`config.mk`:
```
export PLATFORM = sky130hd
export DESIGN_NAME = bp_be_late_wb_arb_flat
export DESIGN_NICKNAME = d
export VERILOG_FILES = /design/src/rtl/bp_be_late_wb_arb_pkg.sv /design/src/rtl/bp_be_late_wb_arb_if.sv /design/src/rtl/bp_be_late_wb_arb_lane.sv /design/src/rtl/bp_be_late_wb_arb.sv /design/src/flat_wrapper.sv
export SDC_FILE = /design/constraint.sdc
export NUM_CORES = 1
export LEC_CHECK = 0
export ABC_AREA = 1
export BUFFER_PORTS_ARGS = -buffer_cell sky130_fd_sc_hd__buf_2
export CORE_MARGIN = 2
export CORE_UTILIZATION = 46
export DETAILED_ROUTE_END_ITERATION = 12
export PLACE_DENSITY = 0.83
export SYNTH_ARGS = -nofsm -noshare
export SYNTH_HDL_FRONTEND = slang
export SYNTH_SLANG_ARGS = --single-unit
```
`constraint.sdc`:
```
create_clock -name clk_i -period 4.4 [get_ports clk_i]
set_input_delay 0.44 -clock clk_i [delete_from_list [all_inputs] [get_ports clk_i]]
set_output_delay 0.44 -clock clk_i [all_outputs]
set_load 0.005 [all_outputs]
```
`src/rtl/bp_be_late_wb_arb_pkg.sv`:
```
// rtl/bp_be_late_wb_arb_pkg.sv - shared types and constants for the late writeback arbiter
// Purpose: writeback packet layout, its width, and the default starvation limit.
// Ports: none (package).
package bp_be_late_wb_arb_pkg;

   localparam int reg_addr_width_p       = 5;
   localparam int dword_width_p          = 64;
   localparam int starve_limit_default_p = 4;

   // Late writeback packet; forwarded unmodified from whichever source wins.
   typedef struct packed {
      logic                        ird_w_v;
      logic                        frd_w_v;
      logic                        late;
      logic [reg_addr_width_p-1:0] rd_addr;
      logic [dword_width_p-1:0]    rd_data;
   } bp_be_wb_pkt_s;

   localparam int wb_pkt_width_lp = $bits(bp_be_wb_pkt_s);

endpackage

```
`src/rtl/bp_be_late_wb_arb_if.sv`:
```
// rtl/bp_be_late_wb_arb_if.sv - bus bundle between memory/long pipes, arbiter and RF late ports
// Purpose: groups the packet, valid, yumi, credit and port-busy signals of both lanes.
// Ports (signals): mem_{i,f}wb_pkt_i/v_i, mem_credit_o, long_{i,f}wb_pkt_i/v_i/yumi_o,
//                  {i,f}wb_port_busy_i, {i,f}wb_pkt_o/pkt_v_o.
// Modports: master drives the arbiter inputs, slave is the arbiter itself.
interface bp_be_late_wb_arb_if;
   import bp_be_late_wb_arb_pkg::*;

   bp_be_wb_pkt_s mem_iwb_pkt_i;
   logic          mem_iwb_v_i;
   bp_be_wb_pkt_s mem_fwb_pkt_i;
   logic          mem_fwb_v_i;
   logic          mem_credit_o;

   bp_be_wb_pkt_s long_iwb_pkt_i;
   logic          long_iwb_v_i;
   logic          long_iwb_yumi_o;
   bp_be_wb_pkt_s long_fwb_pkt_i;
   logic          long_fwb_v_i;
   logic          long_fwb_yumi_o;

   logic          iwb_port_busy_i;
   logic          fwb_port_busy_i;
   bp_be_wb_pkt_s iwb_pkt_o;
   logic          iwb_pkt_v_o;
   bp_be_wb_pkt_s fwb_pkt_o;
   logic          fwb_pkt_v_o;

   modport master (
      output mem_iwb_pkt_i, mem_iwb_v_i, mem_fwb_pkt_i, mem_fwb_v_i,
      output long_iwb_pkt_i, long_iwb_v_i, long_fwb_pkt_i, long_fwb_v_i,
      output iwb_port_busy_i, fwb_port_busy_i,
      input  mem_credit_o, long_iwb_yumi_o, long_fwb_yumi_o,
      input  iwb_pkt_o, iwb_pkt_v_o, fwb_pkt_o, fwb_pkt_v_o
   );

   modport slave (
      input  mem_iwb_pkt_i, mem_iwb_v_i, mem_fwb_pkt_i, mem_fwb_v_i,
      input  long_iwb_pkt_i, long_iwb_v_i, long_fwb_pkt_i, long_fwb_v_i,
      input  iwb_port_busy_i, fwb_port_busy_i,
      output mem_credit_o, long_iwb_yumi_o, long_fwb_yumi_o,
      output iwb_pkt_o, iwb_pkt_v_o, fwb_pkt_o, fwb_pkt_v_o
   );

endinterface

```
`src/rtl/bp_be_late_wb_arb_lane.sv`:
```
// rtl/bp_be_late_wb_arb_lane.sv - one register-file lane: load queue, starvation counter, select
// Purpose: buffers late load packets and arbitrates them against the long pipe onto one RF port.
// Ports: clk_i, reset_i (sync, active-high); i_mem_pkt/i_mem_v (no backpressure);
//        i_long_pkt/i_long_v/o_long_yumi; i_port_busy; o_pkt/o_pkt_v; o_occ (queue occupancy).
module bp_be_late_wb_lane
   import bp_be_late_wb_arb_pkg::*;
#(
   parameter int els_p          = 2,
   parameter int starve_limit_p = starve_limit_default_p,
   localparam int occ_w_lp      = $clog2(els_p + 1)
)(
   input  logic                clk_i,
   input  logic                reset_i,
   input  bp_be_wb_pkt_s       i_mem_pkt,
   input  logic                i_mem_v,
   input  bp_be_wb_pkt_s       i_long_pkt,
   input  logic                i_long_v,
   output logic                o_long_yumi,
   input  logic                i_port_busy,
   output bp_be_wb_pkt_s       o_pkt,
   output logic                o_pkt_v,
   output logic [occ_w_lp-1:0] o_occ
);

   localparam int ptr_w_lp = $clog2(els_p);
   localparam int sw_lp    = $clog2(starve_limit_p + 1);
   localparam logic [ptr_w_lp-1:0] ptr_last_lp   = ptr_w_lp'(els_p - 1);
   localparam logic [occ_w_lp-1:0] occ_full_lp   = occ_w_lp'(els_p);
   localparam logic [sw_lp-1:0]    starve_max_lp = sw_lp'(starve_limit_p);

   bp_be_wb_pkt_s         r_mem [els_p];
   logic [ptr_w_lp-1:0]   r_wptr;
   logic [ptr_w_lp-1:0]   r_rptr;
   logic [occ_w_lp-1:0]   r_occ;
   logic [sw_lp-1:0]      r_starve;

   logic w_empty;
   logic w_full;
   logic w_sel_long;
   logic w_enq;
   logic w_deq;

   function automatic logic [ptr_w_lp-1:0] f_next(input logic [ptr_w_lp-1:0] p);
      return (p == ptr_last_lp) ? '0 : p + 1'b1;
   endfunction

   assign w_empty = (r_occ == '0);
   assign w_full  = (r_occ == occ_full_lp);

   // Long pipe takes the port when nothing is queued, or once it has been
   // denied long enough; the valid term keeps a stale count from selecting it.
   assign w_sel_long  = w_empty | (i_long_v & (r_starve == starve_max_lp));
   assign o_pkt_v     = ~reset_i & ~i_port_busy & (~w_empty | i_long_v);
   assign o_pkt       = w_sel_long ? i_long_pkt : r_mem[r_rptr];
   assign o_long_yumi = o_pkt_v & w_sel_long;
   assign w_deq       = o_pkt_v & ~w_sel_long;

   // A write into a full queue is only accepted if the head leaves this cycle.
   assign w_enq = i_mem_v & (~w_full | w_deq);
   assign o_occ = r_occ;

   always_ff @(posedge clk_i) begin
      if (reset_i) begin
         r_wptr   <= '0;
         r_rptr   <= '0;
         r_occ    <= '0;
         r_starve <= '0;
      end else begin
         if (w_enq) r_wptr <= f_next(r_wptr);
         if (w_deq) r_rptr <= f_next(r_rptr);
         if (w_enq & ~w_deq)      r_occ <= r_occ + 1'b1;
         else if (~w_enq & w_deq) r_occ <= r_occ - 1'b1;

         if (o_long_yumi | ~i_long_v)        r_starve <= '0;
         else if (r_starve != starve_max_lp) r_starve <= r_starve + 1'b1;
      end
   end

   always_ff @(posedge clk_i) begin
      if (w_enq) r_mem[r_wptr] <= i_mem_pkt;
   end

   // The memory pipe is credit-throttled; a write into a full queue with no
   // dequeue means the credit protocol was broken upstream.
   a_no_overflow: assert property (@(posedge clk_i) disable iff (reset_i)
      !(i_mem_v && w_full && !w_deq));

endmodule

```
`src/rtl/bp_be_late_wb_arb.sv`:
```
// rtl/bp_be_late_wb_arb.sv - late writeback arbiter for the integer and float register files
// Purpose: one lane per register file plus the memory-issue credit.
// Ports: clk_i, reset_i (sync, active-high); wb (slave modport of bp_be_late_wb_arb_if).
module bp_be_late_wb_arb
   import bp_be_late_wb_arb_pkg::*;
#(
   parameter int els_p          = 2,
   parameter int starve_limit_p = starve_limit_default_p
)(
   input  logic                      clk_i,
   input  logic                      reset_i,
   bp_be_late_wb_arb_if.slave        wb
);

   localparam int occ_w_lp = $clog2(els_p + 1);
   localparam logic [occ_w_lp-1:0] credit_lim_lp = occ_w_lp'(els_p - 1);

   logic [occ_w_lp-1:0] w_occ_i;
   logic [occ_w_lp-1:0] w_occ_f;

   bp_be_late_wb_lane #(.els_p(els_p), .starve_limit_p(starve_limit_p)) u_ilane (
      .clk_i       (clk_i),
      .reset_i     (reset_i),
      .i_mem_pkt   (wb.mem_iwb_pkt_i),
      .i_mem_v     (wb.mem_iwb_v_i),
      .i_long_pkt  (wb.long_iwb_pkt_i),
      .i_long_v    (wb.long_iwb_v_i),
      .o_long_yumi (wb.long_iwb_yumi_o),
      .i_port_busy (wb.iwb_port_busy_i),
      .o_pkt       (wb.iwb_pkt_o),
      .o_pkt_v     (wb.iwb_pkt_v_o),
      .o_occ       (w_occ_i)
   );

   bp_be_late_wb_lane #(.els_p(els_p), .starve_limit_p(starve_limit_p)) u_flane (
      .clk_i       (clk_i),
      .reset_i     (reset_i),
      .i_mem_pkt   (wb.mem_fwb_pkt_i),
      .i_mem_v     (wb.mem_fwb_v_i),
      .i_long_pkt  (wb.long_fwb_pkt_i),
      .i_long_v    (wb.long_fwb_v_i),
      .o_long_yumi (wb.long_fwb_yumi_o),
      .i_port_busy (wb.fwb_port_busy_i),
      .o_pkt       (wb.fwb_pkt_o),
      .o_pkt_v     (wb.fwb_pkt_v_o),
      .o_occ       (w_occ_f)
   );

   // One slot is held back for a load that is already in flight.
   assign wb.mem_credit_o = ~reset_i & (w_occ_i < credit_lim_lp) & (w_occ_f < credit_lim_lp);

endmodule

```
`src/flat_wrapper.sv`:
```
// flat-port wrapper written by rule: the top's interface ports become plain ports
module bp_be_late_wb_arb_flat import bp_be_late_wb_arb_pkg::*;
#(
   parameter int els_p          = 2,
   parameter int starve_limit_p = starve_limit_default_p
)
  (clk_i, reset_i, wb_mem_iwb_pkt_i, wb_mem_iwb_v_i, wb_mem_fwb_pkt_i, wb_mem_fwb_v_i, wb_long_iwb_pkt_i, wb_long_iwb_v_i, wb_long_fwb_pkt_i, wb_long_fwb_v_i, wb_iwb_port_busy_i, wb_fwb_port_busy_i, wb_mem_credit_o, wb_long_iwb_yumi_o, wb_long_fwb_yumi_o, wb_iwb_pkt_o, wb_iwb_pkt_v_o, wb_fwb_pkt_o, wb_fwb_pkt_v_o);
  bp_be_late_wb_arb_if wb_i ();
  input  logic clk_i;
  input  logic reset_i;
  input wire logic [$bits(wb_i.mem_iwb_pkt_i)-1:0] wb_mem_iwb_pkt_i;
  input wire logic [$bits(wb_i.mem_iwb_v_i)-1:0] wb_mem_iwb_v_i;
  input wire logic [$bits(wb_i.mem_fwb_pkt_i)-1:0] wb_mem_fwb_pkt_i;
  input wire logic [$bits(wb_i.mem_fwb_v_i)-1:0] wb_mem_fwb_v_i;
  input wire logic [$bits(wb_i.long_iwb_pkt_i)-1:0] wb_long_iwb_pkt_i;
  input wire logic [$bits(wb_i.long_iwb_v_i)-1:0] wb_long_iwb_v_i;
  input wire logic [$bits(wb_i.long_fwb_pkt_i)-1:0] wb_long_fwb_pkt_i;
  input wire logic [$bits(wb_i.long_fwb_v_i)-1:0] wb_long_fwb_v_i;
  input wire logic [$bits(wb_i.iwb_port_busy_i)-1:0] wb_iwb_port_busy_i;
  input wire logic [$bits(wb_i.fwb_port_busy_i)-1:0] wb_fwb_port_busy_i;
  output wire logic [$bits(wb_i.mem_credit_o)-1:0] wb_mem_credit_o;
  output wire logic [$bits(wb_i.long_iwb_yumi_o)-1:0] wb_long_iwb_yumi_o;
  output wire logic [$bits(wb_i.long_fwb_yumi_o)-1:0] wb_long_fwb_yumi_o;
  output wire logic [$bits(wb_i.iwb_pkt_o)-1:0] wb_iwb_pkt_o;
  output wire logic [$bits(wb_i.iwb_pkt_v_o)-1:0] wb_iwb_pkt_v_o;
  output wire logic [$bits(wb_i.fwb_pkt_o)-1:0] wb_fwb_pkt_o;
  output wire logic [$bits(wb_i.fwb_pkt_v_o)-1:0] wb_fwb_pkt_v_o;
  assign wb_i.mem_iwb_pkt_i = wb_mem_iwb_pkt_i;
  assign wb_i.mem_iwb_v_i = wb_mem_iwb_v_i;
  assign wb_i.mem_fwb_pkt_i = wb_mem_fwb_pkt_i;
  assign wb_i.mem_fwb_v_i = wb_mem_fwb_v_i;
  assign wb_i.long_iwb_pkt_i = wb_long_iwb_pkt_i;
  assign wb_i.long_iwb_v_i = wb_long_iwb_v_i;
  assign wb_i.long_fwb_pkt_i = wb_long_fwb_pkt_i;
  assign wb_i.long_fwb_v_i = wb_long_fwb_v_i;
  assign wb_i.iwb_port_busy_i = wb_iwb_port_busy_i;
  assign wb_i.fwb_port_busy_i = wb_fwb_port_busy_i;
  assign wb_mem_credit_o = wb_i.mem_credit_o;
  assign wb_long_iwb_yumi_o = wb_i.long_iwb_yumi_o;
  assign wb_long_fwb_yumi_o = wb_i.long_fwb_yumi_o;
  assign wb_iwb_pkt_o = wb_i.iwb_pkt_o;
  assign wb_iwb_pkt_v_o = wb_i.iwb_pkt_v_o;
  assign wb_fwb_pkt_o = wb_i.fwb_pkt_o;
  assign wb_fwb_pkt_v_o = wb_i.fwb_pkt_v_o;
  bp_be_late_wb_arb #(.els_p(els_p), .starve_limit_p(starve_limit_p)) u_core (.clk_i(clk_i), .reset_i(reset_i), .wb(wb_i));
endmodule
```
==> metrics, run 1 <==
status completed; Setup WS pre-CTS ~1.7 ns; CP endpoint kind primary output; CTS Sinks 304; Tot GR Track Use 0.189; Power per Cell Area 508 nW/um^2; Leak Pwr 7.01 nW; post-route cell area 16400 sq um; Seq cells post-synth 304; WL final 30.4 mm; Slew Limit Fails 0; vias in the first global route around 8500; Initial Util 0.468; Mapped Cells 1179; hpwl dp about 22 mm; fin crit period 3.27 ns; Hold Path Class primary input to flop; CTS Root Cell clkbuf_16; Filler cells 2238; clk slew on worst S/H paths 0.06 ns; family with the most delay on the worst path buffers and inverters; Placer Congestion ~0.8; area grow syn2layout 25.9%; CTS Hold Bufs 0; VDD IR max 0.408 mV; Unique masters post-synth 21; utilization after layout 0.589; Cell Rows between 60 and 70; Syn Nets 1486; Worst EP required 3.96 ns; DR WL/cell 15.1 microns; DRT Pass-1 Iters 5; CP startpoint kind flop; Worst path max stage delay approximately 0.62 ns; DIE WIDTH 172 microns; Worst-Margin Slew 0.999 ns; area of the core 27800 sq um; # Post-CTS Setup Buffers 0; setup ws final 1.13 ns; layout cells sized above 1 0.314; Die Area 29600 sq um; number of remaining DRC errors 0; Post-Syn Area 13000 sq um; setup violators final 0; Vias 9581; first-pass GRT wire length between 40 and 50 mm; H-tree depth 1; commonest non-fill, non-tap cells in the layout buf_2, nand2_1, edfxtp_1; Hold Fails Final Rpt 0; CTS tree done; Worst Path Buf+Inv 3; placed cell areas ~15000 sq um; DRT antenna net count 0; # IOs 445; CP max FO 76; Die Ht 172 microns; initial antenna violation count 11; Final TNS setup 0 ns; drt initial violations ~570; Slew headroom 0.334; WP data arrival 2.83 ns; largest net degree at the start of global routing 108; Via density roughly 4.8; critical setup path kind flop to primary output; commonest non-fill, non-tap cell in the layout buf_2; f_max about 0.31 GHz; max_cap viols 0; Synthesis Warnings 0; Seq/Total Area, Yosys 0.689; Max Root-Sink Buffers 3; PortBufs 444; nets@finish 1910; CTS buffer count 30; Critical-path top delay cell buf_4; Setup Skew about 0.017 ns; worst path cell trace inv_1, ha_1, nand3_2, nand2_4, buf_4, nand2_1, o21ai_1, buf_2; unrepaired setup endpoints after global routing no; syn_area_per_cell around 11 sq um; CTS resizes 0; Tcrit/Tclk final 0.743; grt total ovfl 0; worst-skew pair later-pin latency 0.54 ns
synthesized netlist by cell type:
cell	count	area, sq um
o21a_1	2	15.0
dfxtp_1	16	320
nand2_4	2	22.5
xnor2_1	4	35.0
nor2_1	12	45.0
inv_1	163	612
o21ai_1	79	395
buf_6	20	225
ha_1	11	138
nor2_2	1	6.26
edfxtp_1	288	8650
o21ai_0	213	1070
nand3_2	2	20.0
nand2_1	301	1130
clkbuf_2	12	60.1
a21oi_1	10	50.1
buf_2	14	70.1
clkbuf_1	14	52.6
buf_4	3	22.5
nand3_1	8	40.0
xor2_1	4	35.0
report_power, final:
group | leakage (nW) | internal [mW] | total [mW] | switching [mW]
Clock | 0.468 | 1.46 | 2.49 | 1.03
Combinational | 3.73 | 0.843 | 2.14 | 1.29
Sequential | 2.82 | 3.55 | 3.69 | 0.135
Total | 7.01 | 5.86 | 8.31 | 2.46
logic make-up after synthesis:
kind of cell	Yosys count	synth area share
XOR/XNOR	8	0.00539
AND/OR/NAND/NOR	326	0.0971
buffers and inverters	226	0.0801
adder cells (fa/ha/maj)	11	0.0106
AO/OA/AOI/OAI	304	0.117
flip-flops	304	0.689
sequential cells by signal, indices dropped and copies added, names as in the netlist, named ones only:
name / count
u_core.u_flane.r_mem: 144
u_core.u_ilane.r_starve: 3
u_core.u_ilane.r_rptr: 1
u_core.u_ilane.o_occ: 2
u_core.u_ilane.r_mem: 144
u_core.u_flane.r_rptr: 1
u_core.u_flane.r_wptr: 1
u_core.u_flane.r_starve: 3
u_core.u_ilane.r_wptr: 1
u_core.u_flane.o_occ: 2
worst register-to-register path: stages, from the launching register on:
cell	delay [ns]
dfxtp_1	0.33
inv_1	0.07
ha_1	0.24
nand3_2	0.11
nand3_1	0.13
nand2_1	0.13
nand2_1	0.11
nor2_4	0.70
buf_4	0.45
per-layer routing:
layer | track usage | vias to the layer above | share of wire
met1 | 0.206 | 4316 | 0.37
met3 | 0.0378 | 43 | 0.073
met5 | 0 | - | 0.00089
li1 | - | 4824 | -
met2 | 0.361 | 394 | 0.53
met4 | 0.0672 | 4 | 0.020
per-stage QoR:
stage,hold slack [ns],std cells,total power [mW]
4_1_cts,0.0532,2005,8.38
5_1_grt,0.0554,2014,8.79
3_3_place_gp,0.489,1949,5.81
2_1_floorplan,0.472,1179,5.06
6_report,0.0831,2014,8.31
3_5_place_dp,0.487,1949,5.89
path summary, 6_finish.rpt:
check,cells past startpoint,from,to,slack [ns]
setup / recovery,8,u_core.u_flane.r_starve[0],wb_fwb_pkt_o[37],1.13
hold / removal,1,wb_mem_iwb_pkt_i[7],u_core.u_ilane.r_mem[1][7],0.08
hold reg to reg,2,u_core.u_flane.r_rptr,flop,0.50
setup reg to reg,8,u_core.u_ilane.r_starve[0],u_core.u_ilane.r_mem[0][15],1.78
final cells by class:
type / instances / area, sq um / area share
Antenna cell: 9 / 22.5 / 0.00138
Timing Repair Buffer: 455 / 2300 / 0.141
Multi-Input combinational cell: 649 / 3010 / 0.184
Inverter: 163 / 612 / 0.0374
Clock buffer: 35 / 791 / 0.0483
Tap cell: 378 / 473 / 0.0289
Clock inverter: 21 / 185 / 0.0113
Sequential cell: 304 / 8980 / 0.548
Note: power is estimated with default switching activity, not from simulation.
==> run 2: changes to the inputs <==
--- a/config.mk
+++ b/config.mk
@@ -7,10 +7,10 @@
 export LEC_CHECK = 0
 export ABC_AREA = 1
 export BUFFER_PORTS_ARGS = -buffer_cell sky130_fd_sc_hd__buf_2
-export CORE_MARGIN = 2
-export CORE_UTILIZATION = 46
+export CORE_AREA = 2 2 173 175
 export DETAILED_ROUTE_END_ITERATION = 12
-export PLACE_DENSITY = 0.83
+export DIE_AREA = 0 0 175 177
+export PLACE_DENSITY = 0.78
 export SYNTH_ARGS = -nofsm -noshare
 export SYNTH_HDL_FRONTEND = slang
 export SYNTH_SLANG_ARGS = --single-unit
==> constraint.sdc (replaced) <==
create_clock -name clk_i -period 3.1 [get_ports clk_i]
set_input_delay 0.31 -clock clk_i [delete_from_list [all_inputs] [get_ports clk_i]]
set_output_delay 0.31 -clock clk_i [all_outputs]
set_load 0.005 [all_outputs]
==> metrics, run 2 (same netlist as run 1, synthesis figures left out) <==
Flop pwr share 0.417 (-0.027); Slew headroom 0.518 (+0.184); CTS resizes 0 (unchanged); CTS Sinks 304 (unchanged); hpwl dp 22.9 mm (+3.4%); PortBufs 444 (unchanged); Logic pwr share 0.278 (+0.021); Vias 10700 (+11%); Filler cells 2155 (-3.7%); Switching Fraction 0.300 (+0.00432); CTS buffer count 30 (unchanged); Leak Pwr 7.75 nW (+11%); Final TNS setup 0 ns (unchanged); CTS Root Cell clkbuf_16; Hold Path Class primary input to flop; unrepaired setup endpoints after global routing no; # IOs 445 (unchanged); DIE WIDTH 175 microns (+1.6%); Initial Util 0.445 (-0.0234); nets@finish 2065 (+8.1%); Overall Power 12.5 mW (+51%); setup violators final 0 (unchanged); Die Ht 177 microns (+2.8%); Placer Congestion 0.792 (-0.31%); grt total ovfl 0 (unchanged); drt initial violations 686 (+21%); Sw Pwr 3.76 mW (+53%); DRT Pass-1 Iters 4 (-1); Tcrit/Tclk final 0.923; H-tree depth 1 (unchanged); initial antenna violation count 7 (-4); Critical-path top delay cell nand2_4; layout cells sized above 1 0.295 (-0.0187); WP data arrival 2.55 ns (-0.28 ns); Die Area 31000 sq um (+4.5%); critical setup path kind flop to primary output; status completed; CP startpoint kind flop; clk slew on worst S/H paths 0.06 ns (about the same); area grow syn2layout 39.1%; CP max FO 81 (+6.6%); worst-skew pair later-pin latency 0.55 ns (about the same); CTS tree done; DR WL/cell 16.5 microns (+9.3%); area of the core 29200 sq um (+5.3%); family with the most delay on the worst path simple AND/OR/NAND/NOR gates; first-pass GRT wire length 53.3 mm (+25%); Setup Skew 0.0108 ns (-0.00598 ns); Reg2Reg Setup Slack 0.94 ns (-0.84 ns); worst path cell trace inv_1, ha_1, nand3_2, nand2_4, buf_12, nand2_1, o21ai_1, buf_2; internal power 8.77 mW (+50%); largest net degree at the start of global routing 82 (-24%); Hold Fails Final Rpt 0 (unchanged); Cell Rows 63 (+3.3%); VDD IR max 0.556 mV (+36%); Worst-Margin Slew 0.723 ns (-0.276 ns); commonest non-fill, non-tap cell in the layout buf_2; Worst Path Buf+Inv 3 (unchanged); Max Root-Sink Buffers 3 (unchanged); Regs by FF count u_core.u_flane.r_mem: 144 flops, u_core.u_ilane.r_mem: 144 flops; Worst path max stage delay 0.38 ns (-0.24 ns); CP endpoint kind primary output; Slew Limit Fails 0 (unchanged); Power per Cell Area 693 nW/um^2 (+36%); DRT antenna net count 0 (unchanged); fin crit period 2.86 ns; f_max 0.350 GHz; vias in the first global route 10600 (+25%); WL final 35.9 mm (+18%); Via density 4.89 (+2.9%); max_cap viols 0 (unchanged); number of remaining DRC errors 0 (unchanged); Tot GR Track Use 0.220 (+0.0312); Clk pwr share 0.305 (+0.006); Worst EP required 2.79 ns (-1.17 ns); commonest non-fill, non-tap cells in the layout buf_2, nand2_1, edfxtp_1
run 2: area by class of cell:
cell class,instances,area (sq um),area share
flip-flops and latches,304,8980,0.496
inverters,163,612,0.0338
diodes,6,15.0,0.000830
clock inverters,22,262,0.0145
well taps,390,488,0.0270
clock buffers,33,783,0.0433
multi-input cells,649,3010,0.167
repair buffers,610,3940,0.218
run 2: worst reg2reg max path, delay by kind of cell (launching register included):
kind | cells | cell delay (ns)
buffers and inverters | 2 | 0.35
DFF | 1 | 0.34
and+or+nand+nor | 5 | 0.90
adders and majority gates | 1 | 0.23
run 2: final timing paths:
path / from / depth (start not counted) / endpoint
setup / recovery: u_core.u_flane.r_starve[0] / 8 / wb_fwb_pkt_o[40]
hold / removal: wb_mem_fwb_v_i / 3 / u_core.u_flane.r_wptr
setup reg to reg: u_core.u_ilane.r_starve[0] / 8 / u_core.u_ilane.r_mem[0][34]
hold reg to reg: u_core.u_ilane.r_starve[1] / 2 / u_core.u_ilane.r_starve[1]
run 2: routing by layer:
metal / GRT usage / part of all wire / vias up / wire length [microns]
li1: - / - / 5136 / -
met1: 0.236 / 0.35 / 4866 / 12700
met2: 0.419 / 0.53 / 539 / 19200
met3: 0.0410 / 0.074 / 111 / 2650
met4: 0.0955 / 0.040 / 2 / 1440
met5: 0 / 0.00022 / - / 8
run 2: timing repair:
action,in CTS,in global routing
setup buffers,0,0
hold buffers,144,0
hold endpoints to repair,288,0
run 2: power groups by stage:
stage          Clock, mW  Combinational (mW)  Sequential (mW)
2_1_floorplan          0                1.96             5.21
3_3_place_gp           0                3.13             5.28
3_5_place_dp           0                3.23             5.30
4_1_cts             3.88                3.41             5.22
5_1_grt             4.04                3.85             5.27
6_report            3.82                3.49             5.22
run 2: through the flow:
step / hold slack [ns] / setup WS (ns) / cell area (sq um) / std cells / utilization
global placement: 0.488 / 0.996 / 15600 / 1972 / 0.533
detailed placement: 0.501 / 0.924 / 15600 / 1972 / 0.533
finish: 0.0676 / 0.239 / 18100 / 2177 / 0.619
floorplan: 0.409 / 0.250 / 13000 / 1179 / -
CTS: 0.0497 / 0.314 / 18100 / 2171 / 0.618
global route: 0.0751 / 0.0436 / 18100 / 2177 / 0.619
